`src/rtl/cpu_trace_buffer.sv`:
```
// Execution-trace capture buffer: circular commit-record RAM, PC-match trigger with post-trigger window, show-ahead drain port.
// Optional macro TRACE_STATUS_EN keeps the 4-bit ALU status field in the RAM; otherwise rd_status reads as zero.
module cpu_trace_buffer #(
  parameter int PC_W       = 32,
  parameter int INSTR_W    = 32,
  parameter int DATA_W     = 64,
  parameter int REG_ADDR_W = 5,
  parameter int DEPTH      = 16,
  parameter int POST_DEPTH = 4
) (
  input  logic                    clock,
  input  logic                    reset,
  input  logic                    arm,
  input  logic                    trig_en,
  input  logic [PC_W-1:0]         trig_pc,
  input  logic                    cap_valid,
  input  logic [PC_W-1:0]         cap_pc,
  input  logic [INSTR_W-1:0]      cap_instr,
  input  logic                    cap_wr_en,
  input  logic [REG_ADDR_W-1:0]   cap_wr_addr,
  input  logic [DATA_W-1:0]       cap_wr_data,
  input  logic [3:0]              cap_status,
  input  logic                    rd_ready,
  output logic                    rd_valid,
  output logic [PC_W-1:0]         rd_pc,
  output logic [INSTR_W-1:0]      rd_instr,
  output logic                    rd_wr_en,
  output logic [REG_ADDR_W-1:0]   rd_wr_addr,
  output logic [DATA_W-1:0]       rd_wr_data,
  output logic [3:0]              rd_status,
  output logic [$clog2(DEPTH):0]  count,
  output logic [1:0]              state,
  output logic                    triggered,
  output logic                    overflow
);

  localparam int PTR_W = $clog2(DEPTH);
  localparam int CNT_W = PTR_W + 1;

  typedef enum logic [1:0] {
    ST_IDLE  = 2'd0,
    ST_ARMED = 2'd1,
    ST_POST  = 2'd2,
    ST_DONE  = 2'd3
  } state_e;

  state_e             state_q;
  logic [PTR_W-1:0]   wr_ptr_q;
  logic [PTR_W-1:0]   rd_ptr_q;
  logic [PTR_W-1:0]   post_cnt_q;
  logic [CNT_W-1:0]   count_q;
  logic               triggered_q;
  logic               overflow_q;

  logic [PC_W-1:0]       mem_pc    [DEPTH];
  logic [INSTR_W-1:0]    mem_instr [DEPTH];
  logic                  mem_wr_en [DEPTH];
  logic [REG_ADDR_W-1:0] mem_addr  [DEPTH];
  logic [DATA_W-1:0]     mem_data  [DEPTH];

  logic capture_s;
  logic readout_s;
  logic full_s;
  logic trig_hit_s;
  logic pop_s;

  assign readout_s  = (state_q == ST_IDLE) || (state_q == ST_DONE);
  assign capture_s  = cap_valid && ((state_q == ST_ARMED) || (state_q == ST_POST));
  assign full_s     = (count_q == CNT_W'(DEPTH));
  assign trig_hit_s = capture_s && (state_q == ST_ARMED) && trig_en && (cap_pc == trig_pc);
  assign rd_valid   = readout_s && (count_q != '0);
  assign pop_s      = rd_valid && rd_ready;

  // RAM has no reset; only entries between the pointers are ever exposed.
  always_ff @(posedge clock) begin
    if (capture_s) begin
      mem_pc[wr_ptr_q]    <= cap_pc;
      mem_instr[wr_ptr_q] <= cap_instr;
      mem_wr_en[wr_ptr_q] <= cap_wr_en;
      mem_addr[wr_ptr_q]  <= cap_wr_addr;
      mem_data[wr_ptr_q]  <= cap_wr_data;
    end
  end

`ifdef TRACE_STATUS_EN
  logic [3:0] mem_status [DEPTH];

  always_ff @(posedge clock) begin
    if (capture_s) begin
      mem_status[wr_ptr_q] <= cap_status;
    end
  end

  assign rd_status = rd_valid ? mem_status[rd_ptr_q] : 4'b0000;
`else
  logic unused_status_s;
  assign unused_status_s = ^cap_status;
  assign rd_status       = 4'b0000;
`endif

  // Control FSM: a full buffer overwrites its oldest entry by dragging the read pointer along.
  always_ff @(posedge clock) begin
    if (!reset) begin
      state_q     <= ST_IDLE;
      wr_ptr_q    <= '0;
      rd_ptr_q    <= '0;
      post_cnt_q  <= '0;
      count_q     <= '0;
      triggered_q <= 1'b0;
      overflow_q  <= 1'b0;
    end else begin
      case (state_q)
        ST_IDLE, ST_DONE: begin
          if (arm) begin
            state_q     <= ST_ARMED;
            wr_ptr_q    <= '0;
            rd_ptr_q    <= '0;
            count_q     <= '0;
            triggered_q <= 1'b0;
            overflow_q  <= 1'b0;
          end else if (pop_s) begin
            rd_ptr_q <= rd_ptr_q + PTR_W'(1);
            count_q  <= count_q - CNT_W'(1);
          end
        end
        ST_ARMED, ST_POST: begin
          if (capture_s) begin
            wr_ptr_q <= wr_ptr_q + PTR_W'(1);
            if (full_s) begin
              rd_ptr_q   <= rd_ptr_q + PTR_W'(1);
              overflow_q <= 1'b1;
            end else begin
              count_q <= count_q + CNT_W'(1);
            end
            if (state_q == ST_POST) begin
              post_cnt_q <= post_cnt_q - PTR_W'(1);
              if (post_cnt_q == PTR_W'(1)) begin
                state_q <= ST_DONE;
              end
            end else if (trig_hit_s) begin
              triggered_q <= 1'b1;
              post_cnt_q  <= PTR_W'(POST_DEPTH);
              state_q     <= (POST_DEPTH == 0) ? ST_DONE : ST_POST;
            end
          end
        end
        default: state_q <= ST_IDLE;
      endcase
    end
  end

  assign rd_pc      = rd_valid ? mem_pc[rd_ptr_q]    : '0;
  assign rd_instr   = rd_valid ? mem_instr[rd_ptr_q] : '0;
  assign rd_wr_en   = rd_valid ? mem_wr_en[rd_ptr_q] : 1'b0;
  assign rd_wr_addr = rd_valid ? mem_addr[rd_ptr_q]  : '0;
  assign rd_wr_data = rd_valid ? mem_data[rd_ptr_q]  : '0;

  assign count     = count_q;
  assign state     = state_q;
  assign triggered = triggered_q;
  assign overflow  = overflow_q;

endmodule

```
`config.mk`:
```
export PLATFORM = sky130hd
export DESIGN_NAME = cpu_trace_buffer
export DESIGN_NICKNAME = d
export VERILOG_FILES = /design/src/rtl/cpu_trace_buffer.sv
export SDC_FILE = /design/constraint.sdc
export NUM_CORES = 2
export LEC_CHECK = 0
export CORE_ASPECT_RATIO = 1.2
export CORE_MARGIN = 4
export CORE_UTILIZATION = 50
export CTS_CLUSTER_SIZE = 16
export DETAILED_ROUTE_END_ITERATION = 7
export PLACE_DENSITY = 0.73
export SYNTH_ARGS = -nofsm -noshare
export SYNTH_HDL_FRONTEND = slang
export SYNTH_SLANG_ARGS = --single-unit
```
`constraint.sdc`:
```
create_clock -name clock -period 39.4 [get_ports clock]
set_input_delay 5.91 -clock clock [delete_from_list [all_inputs] [get_ports clock]]
set_output_delay 5.91 -clock clock [all_outputs]
set_load 0.05 [all_outputs]
```
==> metrics <==
syn_area_per_cell=24.8 um2; area share of fa/ha/maj cells after synthesis=0.181%; Crit path largest cell delay=between 1000 and 1500 ps; core area=0.165 mm2; worst-path cell chain=buf_4 -> buf_4 -> buf_4 -> mux4_2 -> mux4_2 -> nor2b_1 -> clkdlybuf4s50_1; 1st-iter DRT viols=4382; synthesized instance count=approximately 3.3k; unrepaired setup endpoints after global routing=no; total number of vias=37.3k; CP max-delay cell=dfxtp_4; worst vdd ir=roughly 0.000043 V; hold_buf cts=0; Pre-antenna DRT Iters=5; GRT Total Usage=21.6%; post-CTS resize count=0; worst-margin pin slew=1140 ps; setup TNS=0 ps; antenna viol nets, final=0; latest clock arrival within the worst-skew pair=820 ps; average wire per standard cell=30.5 um; largest net degree at the start of global routing=115; CTS sink cnt=~2.2k; clock buffer depth=3; Final Skew=between 30 and 40 ps; Detail Placement HPWL=slightly above 90 mm; CTS Buf Count=198; total die area=0.172 mm2; area occupied by multi-input gates=0.0173 mm2; number of buffers added on ports=roughly 320; count of different cell masters after synthesis=40; global route overflow=0; fraction of the yosys area taken by sequential cells=about 80%; Slew Viols, Final=0; first-pass GRT wire length=270 mm; fmax=82.9 MHz; Post-route DRC=0; H-tree depth=4; post-route cell area=0.0949 mm2; status=completed; worst relative slew slack=24.2%; Core Rows=163; Worst path depth=7; Post-CTS Setup Repair Bufs=0; synth warn=0; Via-to-Cell Ratio=6.14; depth of the most critical reg-to-reg path=8; WP data arrival=6150 ps; I/O pin total=324; die width=380 um; clk root buf=clkbuf_16; Cell Area, Placed=0.0887 mm2; FF/Latch Area=0.0649 mm2; post-synthesis compound-gate area fraction=0.326%; Pwr per Cell Area=53.1 mW/mm2; crit path max fanout=50; CP most frequent cell=buf_4; CP Capture Type=primary output; CTS tree=yes; Static Leak=28.3 nW; Worst-path clk slew=60 ps; Placer Congestion=0.741; share of layout cells above drive strength 1=around a quarter; Max Cap Violations=0; Yosys reg bits=approximately 2.2k; Post-Route WL=185 mm; Period minus WS final=12060 ps; Final Cycle Share=between 30 and 40%; critical path data required time=33490 ps; final setup vio count=0; largest family of logic cells by synthesized area=multiplexers; simple logic cell fraction of the synthesized area=around 1.5%; nets=~4k; hold depth=1; Fill cells=between 10k and 15k; mux share of post-synthesis cell area=18.2%; Final Total Pwr=5.04 mW; HP Class=register to register; initial antenna violation count=25; Syn Std Cell Area=0.0829 mm2; worst setup path class=register to primary output; CP startpoint kind=register; Buf+Inv Stages, Crit Path=4; number of global-route vias before repair=39.0k; Synth Area in XOR/XNOR=less than 1%; kind of cell adding the most delay to the critical path=buffers and inverters; Area growth, synth to finish=14.5%; endpoints failing hold=0; starting density of the core=50.3%; die height=454 um
## power by group
part | internal, mW | switching, mW | leakage, nW | total [mW]
Sequential | 2.55 | 0.0106 | 19.5 | 2.56
Combinational | 0.267 | 0.389 | 5.82 | 0.656
Clock | 1.02 | 0.812 | 3.02 | 1.83
## through the flow
stage	utilization (%)	hold slack, ps	setup slack, ps	instances
after global placement	53.9	476	27920	5697
final	57.6	504	27340	6078
after detailed placement	53.9	495	27910	5697
after floorplan	-	451	23000	3345
after CTS	57.6	503	26980	6068
after global routing	57.6	533	26680	6073
## layout by cell type, fill, tap and decap left out, drive strengths merged, types with 2 or more instances in the layout
cell,Yosys,layout
a21boi,5,5
a21oi,7,7
a22oi,5,5
a32oi,3,3
and3,2,2
buf,80,67
bufinv,0,10
clkbuf,95,261
clkdlybuf4s50,0,315
clkinv,1,88
clkinvlp,0,3
conb,1,4
dfxtp,25,25
diode,0,10
edfxtp,2144,2144
ha,12,12
inv,13,23
mux2i,3,3
mux4,670,670
nand2,21,21
nand2b,4,4
nand3,9,9
nand4,11,11
nor2,24,24
nor2b,140,140
nor3,6,6
nor4,2,2
o211a,3,3
o21a,2,2
o21ai,6,6
o221ai,2,2
o22ai,3,3
xnor2,31,31
xor2,5,5
## path summary, 6_finish.rpt
path                       from                to  slack, ps
setup / recovery       register    rd_wr_data[16]      27340
hold / removal    post_cnt_q[0]     post_cnt_q[0]        500
setup reg to reg       state[0]  mem_instr[8][13]      35230
hold reg to reg   post_cnt_q[0]     post_cnt_q[0]        500
## worst reg2reg max path: stages (launching register included)
cell	delay [ps]
dfxtp_1	380
inv_1	60
ha_1	490
nor2b_1	180
buf_4	200
nand2_1	230
nor2_4	570
buf_4	790
buf_4	850
## state kept, by name, indices dropped and copies added (netlist names), 5 cells and up, named ones only
register / flops
mem_data: 1024
mem_instr: 512
mem_pc: 512
mem_addr: 80
mem_wr_en: 16
count: 5
## cell families (layout without fill, tap and decap cells)
group / Yosys count / after routing
and+or+nand+nor: 223 / 223
xor gates and xnor gates: 36 / 36
buffers and inverters: 189 / 767
adders and majority gates: 12 / 12
other: 1 / 14
DFF: 2169 / 2169
muxes: 673 / 673
AOI/OAI and AO/OA: 39 / 39
## routing by layer
layer | share of wire (%) | wire [um] | global-route usage (%)
met5 | 0.051 | 95 | 0
met4 | 2.5 | 4580 | 6.14
met3 | 7.8 | 14400 | 4.33
met2 | 51 | 94300 | 36.0
met1 | 39 | 71900 | 29.6
## synth_stat cells
cell | count | area, um2
o22ai_1 | 3 | 18.8
a22oi_1 | 5 | 37.5
o211ai_1 | 1 | 7.51
buf_4 | 4 | 30.0
o211a_1 | 3 | 30.0
clkbuf_1 | 95 | 357
o21ai_0 | 6 | 30.0
buf_2 | 64 | 320
inv_1 | 13 | 48.8
dfxtp_1 | 25 | 500
clkinv_1 | 1 | 3.75
and3_1 | 2 | 12.5
or4b_1 | 1 | 10.0
buf_6 | 5 | 56.3
o21a_1 | 2 | 15.0
nor3_1 | 6 | 30.0
or3_1 | 1 | 6.26
and2_1 | 1 | 6.26
nor2b_1 | 140 | 876
conb_1 | 1 | 3.75
xor2_1 | 5 | 43.8
nor2_1 | 24 | 90.1
a21boi_0 | 5 | 37.5
nand2_1 | 21 | 78.8
edfxtp_1 | 2144 | 64400
a32oi_1 | 3 | 26.3
mux4_2 | 670 | 15100
o221ai_1 | 2 | 17.5
xnor2_1 | 31 | 272
a31oi_1 | 1 | 6.26
nand3_1 | 9 | 45.0
nand4_1 | 11 | 68.8
or3b_2 | 1 | 8.76
nand2b_1 | 4 | 25.0
mux2i_1 | 3 | 30.0
buf_1 | 7 | 26.3
a21oi_1 | 7 | 35.0
nor4_1 | 2 | 12.5
ha_1 | 12 | 150
o311ai_0 | 1 | 8.76
## cell type report
| class | count | area share, % |
|---|---|---|
| Multi-Input combinational cell | 987 | 18.2 |
| Sequential cell | 2169 | 68.4 |
| Antenna cell | 10 | 0.0264 |
| Tap cell | 2145 | 2.83 |
| Inverter | 14 | 0.0554 |
| Timing Repair Buffer | 382 | 4.00 |
| Clock inverter | 110 | 0.894 |
| Clock buffer | 261 | 5.60 |
Note: power is estimated with default switching activity, not from simulation.
